<file path="src/rtl/i2c_master_tx_if.sv">
// Bundles the transaction handshake and open-drain bus lines of the write-only
// I2C master. The master modport is the controller's view; the slave modport
// is the view of whatever drives requests and models the bus (SoC or bench).
interface i2c_master_tx_if;
  logic       start_req;
  logic [6:0] slave_addr;
  logic [7:0] tx_data;
  logic       tx_valid;
  logic       tx_ready;
  logic       sda_in;
  logic       scl;
  logic       sda_out;
  logic       busy;
  logic       ack_error;
  logic       done;

  modport master (
    input  start_req, slave_addr, tx_data, tx_valid, sda_in,
    output tx_ready, scl, sda_out, busy, ack_error, done
  );

  modport slave (
    output start_req, slave_addr, tx_data, tx_valid, sda_in,
    input  tx_ready, scl, sda_out, busy, ack_error, done
  );
endinterface

</file>
<file path="src/rtl/i2c_master_tx.sv">
// Write-only I2C bus master: START, {slave_addr, W=0}, N data bytes, STOP.
// Every bus period is split into four quarters of QTR system clocks; SCL and
// SDA are decoded from the state and the current quarter. Line outputs are
// open-drain style: 1 releases the line, 0 pulls it low.
module i2c_master_tx #(
  parameter int QTR = 5
) (
  input logic             clk,
  input logic             n_rst,
  i2c_master_tx_if.master bus
);

  localparam int QW = (QTR > 1) ? $clog2(QTR) : 1;
  localparam logic [QW-1:0] QTR_LAST = QW'(QTR - 1);

  typedef enum logic [2:0] {
    IDLE,
    START,
    ADDR,
    ADDR_ACK,
    DATA,
    DATA_ACK,
    STOP
  } state_t;

  state_t        state;
  state_t        state_nx;
  logic [QW-1:0] qtr_cnt;
  logic [1:0]    phase;
  logic [2:0]    bit_cnt;
  logic [7:0]    shift;
  logic          nack_seen;
  logic          ack_error_q;
  logic          done_q;

  logic          qtr_end;
  logic          phase_end;
  logic          accept;
  logic          bit_slot;
  logic          ack_slot;
  logic          ack_sample;
  logic          load_data;

  // A transaction is only accepted from IDLE, so requests while busy (and in
  // the final STOP cycle) are simply never seen.
  assign qtr_end    = (qtr_cnt == QTR_LAST);
  assign phase_end  = qtr_end && (phase == 2'd3);
  assign accept     = (state == IDLE) && bus.start_req;
  assign bit_slot   = (state == ADDR) || (state == DATA);
  assign ack_slot   = (state == ADDR_ACK) || (state == DATA_ACK);
  assign ack_sample = ack_slot && (phase == 2'd2) && qtr_end;
  assign load_data  = ack_slot && phase_end && !nack_seen && bus.tx_valid;

  // State register; reset abandons any transaction without a STOP.
  always_ff @(posedge clk or negedge n_rst) begin
    if (!n_rst) begin
      state <= IDLE;
    end else begin
      state <= state_nx;
    end
  end

  // Quarter and phase counters run only while a transaction is in flight.
  always_ff @(posedge clk or negedge n_rst) begin
    if (!n_rst) begin
      qtr_cnt <= '0;
      phase   <= 2'd0;
    end else if (state == IDLE) begin
      qtr_cnt <= '0;
      phase   <= 2'd0;
    end else if (qtr_end) begin
      qtr_cnt <= '0;
      phase   <= phase + 2'd1;
    end else begin
      qtr_cnt <= qtr_cnt + 1'b1;
    end
  end

  // Shift register and bit counter: MSB goes out first, shifted after each
  // full bit period; the counter wraps from 0 back to 7 on entering the ACK.
  always_ff @(posedge clk or negedge n_rst) begin
    if (!n_rst) begin
      shift   <= 8'h00;
      bit_cnt <= 3'd7;
    end else if (accept) begin
      shift   <= {bus.slave_addr, 1'b0};
      bit_cnt <= 3'd7;
    end else if (bit_slot && phase_end) begin
      shift   <= {shift[6:0], 1'b0};
      bit_cnt <= bit_cnt - 3'd1;
    end else if (load_data) begin
      shift   <= bus.tx_data;
      bit_cnt <= 3'd7;
    end
  end

  // Acknowledge capture in the middle of the high SCL phase; the NACK flag is
  // sticky until the next accepted request.
  always_ff @(posedge clk or negedge n_rst) begin
    if (!n_rst) begin
      nack_seen   <= 1'b0;
      ack_error_q <= 1'b0;
    end else if (accept) begin
      nack_seen   <= 1'b0;
      ack_error_q <= 1'b0;
    end else if (ack_sample) begin
      nack_seen <= bus.sda_in;
      if (bus.sda_in) begin
        ack_error_q <= 1'b1;
      end
    end
  end

  // Completion pulse lands in the first IDLE cycle after STOP.
  always_ff @(posedge clk or negedge n_rst) begin
    if (!n_rst) begin
      done_q <= 1'b0;
    end else begin
      done_q <= (state == STOP) && phase_end;
    end
  end

  // Next-state and bus waveform decode.
  always_comb begin
    state_nx     = state;
    bus.scl      = 1'b1;
    bus.sda_out  = 1'b1;
    bus.tx_ready = 1'b0;
    case (state)
      IDLE: begin
        if (bus.start_req) begin
          state_nx = START;
        end
      end
      START: begin
        bus.sda_out = (phase < 2'd2);
        if (phase_end) begin
          state_nx = ADDR;
        end
      end
      ADDR, DATA: begin
        bus.scl     = phase[1];
        bus.sda_out = shift[7];
        if (phase_end && (bit_cnt == 3'd0)) begin
          state_nx = (state == ADDR) ? ADDR_ACK : DATA_ACK;
        end
      end
      ADDR_ACK, DATA_ACK: begin
        bus.scl = phase[1];
        if (phase_end) begin
          if (load_data) begin
            bus.tx_ready = 1'b1;
            state_nx     = DATA;
          end else begin
            state_nx = STOP;
          end
        end
      end
      STOP: begin
        bus.scl     = (phase != 2'd0);
        bus.sda_out = (phase == 2'd3);
        if (phase_end) begin
          state_nx = IDLE;
        end
      end
      default: begin
        state_nx = IDLE;
      end
    endcase
  end

  assign bus.busy      = (state != IDLE);
  assign bus.ack_error = ack_error_q;
  assign bus.done      = done_q;

endmodule

</file>
<file path="src/flat_wrapper.sv">
// flat-port wrapper written by rule: the top's interface ports become plain ports
module i2c_master_tx_flat 
#(
  parameter int QTR = 5
)
  (clk, n_rst, bus_start_req, bus_slave_addr, bus_tx_data, bus_tx_valid, bus_sda_in, bus_tx_ready, bus_scl, bus_sda_out, bus_busy, bus_ack_error, bus_done);
  i2c_master_tx_if bus_i ();
  input logic clk;
  input logic n_rst;
  input wire logic [$bits(bus_i.start_req)-1:0] bus_start_req;
  input wire logic [$bits(bus_i.slave_addr)-1:0] bus_slave_addr;
  input wire logic [$bits(bus_i.tx_data)-1:0] bus_tx_data;
  input wire logic [$bits(bus_i.tx_valid)-1:0] bus_tx_valid;
  input wire logic [$bits(bus_i.sda_in)-1:0] bus_sda_in;
  output wire logic [$bits(bus_i.tx_ready)-1:0] bus_tx_ready;
  output wire logic [$bits(bus_i.scl)-1:0] bus_scl;
  output wire logic [$bits(bus_i.sda_out)-1:0] bus_sda_out;
  output wire logic [$bits(bus_i.busy)-1:0] bus_busy;
  output wire logic [$bits(bus_i.ack_error)-1:0] bus_ack_error;
  output wire logic [$bits(bus_i.done)-1:0] bus_done;
  assign bus_i.start_req = bus_start_req;
  assign bus_i.slave_addr = bus_slave_addr;
  assign bus_i.tx_data = bus_tx_data;
  assign bus_i.tx_valid = bus_tx_valid;
  assign bus_i.sda_in = bus_sda_in;
  assign bus_tx_ready = bus_i.tx_ready;
  assign bus_scl = bus_i.scl;
  assign bus_sda_out = bus_i.sda_out;
  assign bus_busy = bus_i.busy;
  assign bus_ack_error = bus_i.ack_error;
  assign bus_done = bus_i.done;
  i2c_master_tx #(.QTR(QTR)) u_core (.clk(clk), .n_rst(n_rst), .bus(bus_i));
endmodule
</file>
<file path="config.mk">
export PLATFORM = sky130hd
export DESIGN_NAME = i2c_master_tx_flat
export DESIGN_NICKNAME = d
export VERILOG_FILES = /design/src/rtl/i2c_master_tx_if.sv /design/src/rtl/i2c_master_tx.sv /design/src/flat_wrapper.sv
export SDC_FILE = /design/constraint.sdc
export NUM_CORES = 1
export LEC_CHECK = 0
export ABC_CLOCK_PERIOD_IN_PS = 1900
export CORE_ASPECT_RATIO = 0.7
export CORE_MARGIN = 4
export CORE_UTILIZATION = 35
export CTS_CLUSTER_DIAMETER = 80
export CTS_CLUSTER_SIZE = 30
export DETAILED_ROUTE_END_ITERATION = 12
export SYNTH_ARGS = -nofsm -noshare
export SYNTH_HDL_FRONTEND = slang
export SYNTH_SLANG_ARGS = --single-unit
</file>
<file path="constraint.sdc">
create_clock -name clk -period 1.9 [get_ports clk]
set_clock_uncertainty 0.05 [all_clocks]
set_input_delay 0.38 -clock clk [delete_from_list [all_inputs] [get_ports clk]]
set_output_delay 0.38 -clock clk [all_outputs]
set_load 0.05 [all_outputs]
</file>
==> flow_summary_export.csv, run 1 <==
group,metric,value,unit
sta,final_critical_path_setup_slack,-0.0269,ns
floorplan,top_level_ports,26,
clock_network,clk_transition_reported_paths,0.08,ns
drt,initialDrtViolationCount,55,
synthesis,yosys_warnings,0,
floorplan,core,3580,um2
run,drv.max_cap_violation_count,0,
floorplan,design.die.area,4850,um2
clock_network,cts_max_level,1,
synthesis,synth_edf_count,0,
hold_path,holdCritPathClass,"in -> async",
critical_path,cp-end-kind,"output port",
clock_network,post_cts_hold_buffer_count,0,
synthesis,synth.yosys.seq_area_share,41.9,%
critical_path,critical-path-max-stage-delay,0.48,ns
synthesis,netlist_area,1320,um2
synthesis,synth.ff_latch_count,22,
critical_path,worstPathArrival,1.50,ns
synthesis,fraction_of_post_synthesis_cell_area_in_the_top_cell_type_by_area,35.9,%
place,dpl.cell_count,217,
sta,post-route-period-util,101,%
place,port-buffer-count,25,
clock_network,clock_latency_of_the_later_clocked_register_in_the_worst_skew_pair,0.27,ns
critical_path,crit_type,"reg -> out",
synthesis,synth-async-reset-ratio,100,%
sta,timing_worst_slew_pin_value,0.462,ns
pwr,power.ir.vdd_worst,0.578,mV
clock_network,longest_clk_path_bufs,2,
synthesis,synth_top_cell_by_area,"dfrtp_1",
run_status,run_status,"complete, but fails checks",
sta,timing.final.setup_violations,2,
clock_network,count_of_clock_tree_sinks,22,
place,post_dp_cell_area,1770,um2
cells_and_area,finalCoreUtilization,55.4,%
floorplan,initial_utilization,37.0,%
cells_and_area,number_of_nets_in_the_final_layout,211,
floorplan,std_cell_rows,18,
grt,global_route.usage.total,14.4,%
grt,number_of_global_route_vias_before_repair,1167,
synthesis,synth_nets,157,
critical_path,critical_path_required,1.47,ns
drt,routed_wl_per_cell,13.9,um
run_status,violations,"setup timing",
critical_path,worst_setup_path_start_kind,"flip-flop",
sta,report.final.slew_viol_count,0,
sta,hold_viol,0,
place,dp_hpwl,2360,um
clock_network,cts_made_buffers,3,
cells_and_area,drive_above_1_share,36.6,%
drt,postRouteAntennaNets,0,
synthesis,post_synth_num_cell_types,39,
pwr,power_density,1200,nW/um2
synthesis,syn-mean-instance-area,10.2,um2
sta,post-route-min-period,1.93,ns
critical_path,critical_path.max_fanout,5,
drt,drt-pass1-iter-count,4,
grt,grt_remaining_overflow,0,
drt,drc,0,
floorplan,die-width,81.5,um
critical_path,crit_family,"flip-flops",
sta,grt_setup_unrepaired,"yes",
clock_network,cts_tree,"done",
sta,fin_setup_tns,-0.0414,ns
pwr,p_leak,0.903,nW
critical_path,worst-path-buf-inv,2,
grt,number_of_antenna_violations_at_the_first_check_in_global_routing,0,
cells_and_area,post_layout_nonfiller_instances,233,
sta,max_freq,519,MHz
synthesis,synth_top_cells_by_area,"dfrtp_1 36%, ha_1 6.6%, dfstp_2 6.0%",
sta,max-slew-margin-rel,69.1,%
synthesis,postSynthCellCount,130,
place,preCtsSetupSlack,-0.152,ns
sta,fin_hold_ws,0.407,ns
clock_network,root_buffer,"clkbuf_8",
cells_and_area,layout.cell_area.non_filler,1980,um2
critical_path,cp_slowest_cell,"dfrtp_2",
critical_path,cp_cell_sequence,"xnor2_2 > buf_4 > nor3_4 > buf_12",
drt,routed-via-count,1169,
cells_and_area,num_antenna_cells,0,
floorplan,fp.dieH,59.5,um
place,globalplace.congestion,0.772,
grt,grt_max_degree,23,
pwr,report.power.total,2.38,mW
drt,wl,3240,um
drt,routed_via_density,5.02,
grt,wire_length_of_the_first_global_routing_pass,5290,um
synthesis,yosys_most_used_dff,"dfrtp_1",
cells_and_area,flow.area_growth_from_synthesis,49.9,%
## cells in the final DEF, fill, tap and decap left out, drive strengths merged, types with 2 or more instances in the layout
cell type	instances
clkbuf	4
a2bb2oi	2
mux2	5
o22ai	3
dfstp	3
inv	10
a21oi	2
buf	36
a22oi	2
nor3	7
dfrtp	19
and3	4
nor2	7
xnor2	2
o21ai	3
nand3	4
nand2	10
ha	7
and2	6
clkdlybuf4s50	19
o21a	2
mux2i	4
o211ai	2
a221o	5
o31ai	3
## flip-flops by register name (all words and copies together), names as in the netlist
register	cells
u_core.bit_cnt	3
u_core.bus.done	1
u_core.nack_seen	1
u_core.state	3
u_core.bus.ack_error	1
u_core.qtr_cnt	3
u_core.shift	8
u_core.phase	2
## cells in the mapped netlist (3+ instances only)
library cell and n:
o22ai_1 3, ha_1 7, o21ai_0 3, and3_1 4, mux2_4 5, nand3_1 4
o31ai_1 3, nor2_1 7, and2_1 6, mux2i_1 4, nor3_1 6, dfrtp_1 19
nand2_1 10, a221o_1 5, inv_1 10, dfstp_2 3
## cell type report
| cell class | instances | area, um2 |
|---|---|---|
| clock buffer | 4 | 55.1 |
| sequential | 22 | 558 |
| tap | 50 | 62.6 |
| timing repair buffer | 55 | 513 |
| multi-input combinational | 92 | 758 |
| fill | 312 | 1600 |
| inverter | 10 | 37.5 |
## final timing paths
kind                                   startpoint                   end  slack [ns]  cells past startpoint
worst max-delay path              u_core.state[2]          bus_tx_ready       -0.03                      4
worst min-delay path                        n_rst  u_core.bus.ack_error        0.41                      2
worst max register to register    u_core.state[1]       u_core.shift[1]        0.06                      6
worst min register to register  u_core.bit_cnt[2]     u_core.bit_cnt[2]        0.46                      2
max in group asynchronous                   n_rst     u_core.bit_cnt[2]        1.11                      2
min in group clk                u_core.bit_cnt[2]     u_core.bit_cnt[2]        0.46                      2
## where the power goes
part           leakage [nW]  switching [mW]  internal [mW]  total (mW)
Sequential            0.265           0.148          0.633       0.781
Combinational         0.609           0.573          0.686        1.26
Clock                0.0288           0.157          0.185       0.342
## what timing repair did
item / in CTS / in global routing
pin swaps: 6 / 3
gates resized for setup: 13 / 7
endpoints found under the setup margin: 5 / 8
buffers inserted: 6 / 6
## kinds of logic after synthesis
family | after synthesis | share of synthesized area (%)
buffers and inverters | 16 | 5.86
xor gates and xnor gates | 2 | 1.89
and+or+nand+nor | 45 | 18.2
AOI/OAI and AO/OA | 29 | 16.8
DFF | 22 | 41.9
adders and majority gates | 7 | 6.62
muxes | 9 | 8.70
## layer usage
layer / share of wire (%) / wire [um] / vias up / GRT usage (%)
li1: - / - / 576 / -
met4: 1.3 / 42 / 0 / 2.89
met3: 4.4 / 143 / 4 / 3.65
met5: 0 / 0 / - / 0
met1: 48 / 1560 / 560 / 18.9
met2: 46 / 1490 / 29 / 23.9
(Power assumes the default switching activity.)
==> inputs of run 2 (changes only) <==
CORE_ASPECT_RATIO = not set   (was 0.7)
==> run 2 against run 1 <==
Compared with the run above:
- the run still ends with setup timing left
- hold slack better by 0.013 ns
- design area up 0.44%
- combinational power about the same
- total power down 1.7%
- highest routed layer unchanged
==> flow_summary_export.csv, run 2 (same netlist as run 1, synthesis figures left out) <==
group,metric,value,unit
clock_network,count_of_clock_tree_sinks,22,
critical_path,worst_setup_path_endpoint,"bus_busy",
critical_path,worst-path-stages,5,
sta,timing_worst_slew_pin_value,0.463,ns
drt,drc,0,
critical_path,source_of_the_critical_timing_path,"u_core.state[2]",
sta,timing.final.setup_violations,3,
critical_path,worstPathArrival,1.52,ns
critical_path,worst-path-buf-inv,4,
place,globalplace.congestion,0.812,
place,dpl.cell_count,215,
grt,wire_length_of_the_first_global_routing_pass,5530,um
sta,max-slew-margin-rel,69.0,%
grt,grt_remaining_overflow,0,
pwr,share_comb_of_total_power,52.9,%
grt,number_of_global_route_vias_before_repair,1257,
floorplan,design.die.area,4830,um2
cells_and_area,number_of_flip_flops_in_the_largest_register,8,
clock_network,clock_latency_of_the_later_clocked_register_in_the_worst_skew_pair,0.26,ns
drt,wl,3160,um
cells_and_area,flow.area_growth_from_synthesis,50.6,%
cells_and_area,post_layout_nonfiller_instances,232,
critical_path,crit_type,"reg -> out",
pwr,power.share.switching,36.5,%
pwr,seq_power_share,33.1,%
clock_network,post_cts_hold_buffer_count,0,
sta,post-route-min-period,1.95,ns
cells_and_area,number_of_nets_in_the_final_layout,212,
critical_path,critical_path.reg2reg.startpoint,"u_core.qtr_cnt[1]",
cells_and_area,num_antenna_cells,0,
drt,postRouteAntennaNets,0,
critical_path,worst-r2r-cell-count,10,
sta,grt_setup_unrepaired,"yes",
drt,routed_via_density,5.06,
hold_path,holdCritPathClass,"in -> async",
critical_path,cp-end-kind,"output port",
floorplan,top_level_ports,26,
drt,routed-via-count,1175,
clock_network,cts_made_buffers,3,
critical_path,critical-path-max-stage-delay,0.46,ns
floorplan,fp.dieH,69.5,um
drt,drt-pass1-iter-count,4,
clock_network,longest_clk_path_bufs,2,
floorplan,initial_utilization,36.2,%
pwr,power.clock.fraction,14.0,%
critical_path,crit_family,"buffers and inverters",
critical_path,path_common_cell,"buf_4",
cells_and_area,layout.cell_area.non_filler,1990,um2
pwr,internal_power,1.49,mW
run_status,violations,"setup timing",
pwr,power.ir.vdd_worst,0.606,mV
clock_network,cts_tree,"done",
grt,global_route.usage.total,14.0,%
pwr,power_density,1170,nW/um2
cells_and_area,drive_above_1_share,38.0,%
run,drv.max_cap_violation_count,0,
floorplan,std_cell_rows,22,
floorplan,core,3660,um2
critical_path,worst_setup_path_start_kind,"flip-flop",
grt,number_of_antenna_violations_at_the_first_check_in_global_routing,0,
cells_and_area,most-common-layout-cells,"26 x buf_4, 18 x clkdlybuf4s50_1, 16 x dfrtp_1, 8 x nand2_1, 8 x buf_6",
drt,routed_wl_per_cell,13.6,um
place,port-buffer-count,25,
cells_and_area,layout_commonest_cell,"buf_4",
clock_network,root_buffer,"clkbuf_8",
sta,hold_viol,0,
sta,report.final.slew_viol_count,0,
floorplan,die-width,69.5,um
critical_path,reg2reg_slack,0.04,ns
pwr,p_leak,0.919,nW
clock_network,cts_max_level,1,
sta,fin_setup_tns,-0.119,ns
cells_and_area,top_register,"u_core.shift",
run_status,run_status,"complete, but fails checks",
critical_path,critical_path.max_fanout,5,
grt,grt_max_degree,23,
critical_path,rr_endpoint,"u_core.state[1]",
clock_network,clk_transition_reported_paths,0.08,ns
sta,final_critical_path_setup_slack,-0.0473,ns
critical_path,critical_path_required,1.47,ns
place,dp_hpwl,2380,um
sta,max_freq,514,MHz
pwr,switching_power,0.854,mW
place,post_dp_cell_area,1770,um2
drt,initialDrtViolationCount,46,
critical_path,cp_slowest_cell,"dfrtp_2",
critical_path,cp_cell_sequence,"buf_4 > nor3_2 > buf_4 > inv_1 > buf_4",
sta,post-route-period-util,102,%
cells_and_area,finalCoreUtilization,54.4,%
sta,fin_hold_ws,0.420,ns
==> run 2: worst min path at each step <==
stage | start | slack, ns | to
after floorplan | n_rst | 0.03 | u_core.bus.ack_error
after global placement | u_core.bus.ack_error | 0.43 | u_core.bus.ack_error
after detailed placement | u_core.bit_cnt[2] | 0.44 | u_core.bit_cnt[2]
after CTS | n_rst | 0.43 | u_core.bus.done
after global routing | n_rst | 0.45 | u_core.phase[0]
final | n_rst | 0.42 | u_core.phase[0]
==> run 2: per-stage QoR <==
| stage | worst slack [ns] | power [mW] |
|---|---|---|
| final | -0.0473 | 2.34 |
| after global routing | -0.124 | 2.50 |
| after floorplan | -0.0279 | 1.44 |
| after detailed placement | -0.179 | 1.80 |
| after global placement | -0.147 | 1.77 |
| after CTS | -0.0486 | 2.28 |
==> run 2: layout make-up <==
class	count	area (um2)
timing repair buffer	56	534
clock buffer	4	55.1
tap	48	60.1
inverter	10	37.5
multi-input combinational	92	748
fill	344	1670
sequential	22	558
==> run 2: repair_timing <==
item,CTS,global route
endpoints found under the hold margin,0,0
setup buffers,11,2
setup endpoints to repair,8,12
resized for setup,15,11
pin swaps,5,3
==> run 2: worst register-to-register path: cells and delay by family (launching register included) <==
family	cells	cell delay [ns]
fa+ha+maj	1	0.16
simple gates	1	0.18
flops	1	0.39
compound gates	2	0.25
buf+inv	6	0.70
==> run 2: power groups by stage <==
stage	logic, mW	registers (mW)	clock network, mW
finish	1.24	0.774	0.328
floorplan	0.707	0.736	0
global placement	1.00	0.763	0
detailed placement	1.03	0.770	0
CTS	1.17	0.772	0.338
global route	1.35	0.795	0.356
==> run 2: layer usage <==
layer  wire length (um)  GRT usage, %
met4                 10          3.04
met5                  0             0
met2               1630          24.2
met1               1410          17.7
met3                113          3.19
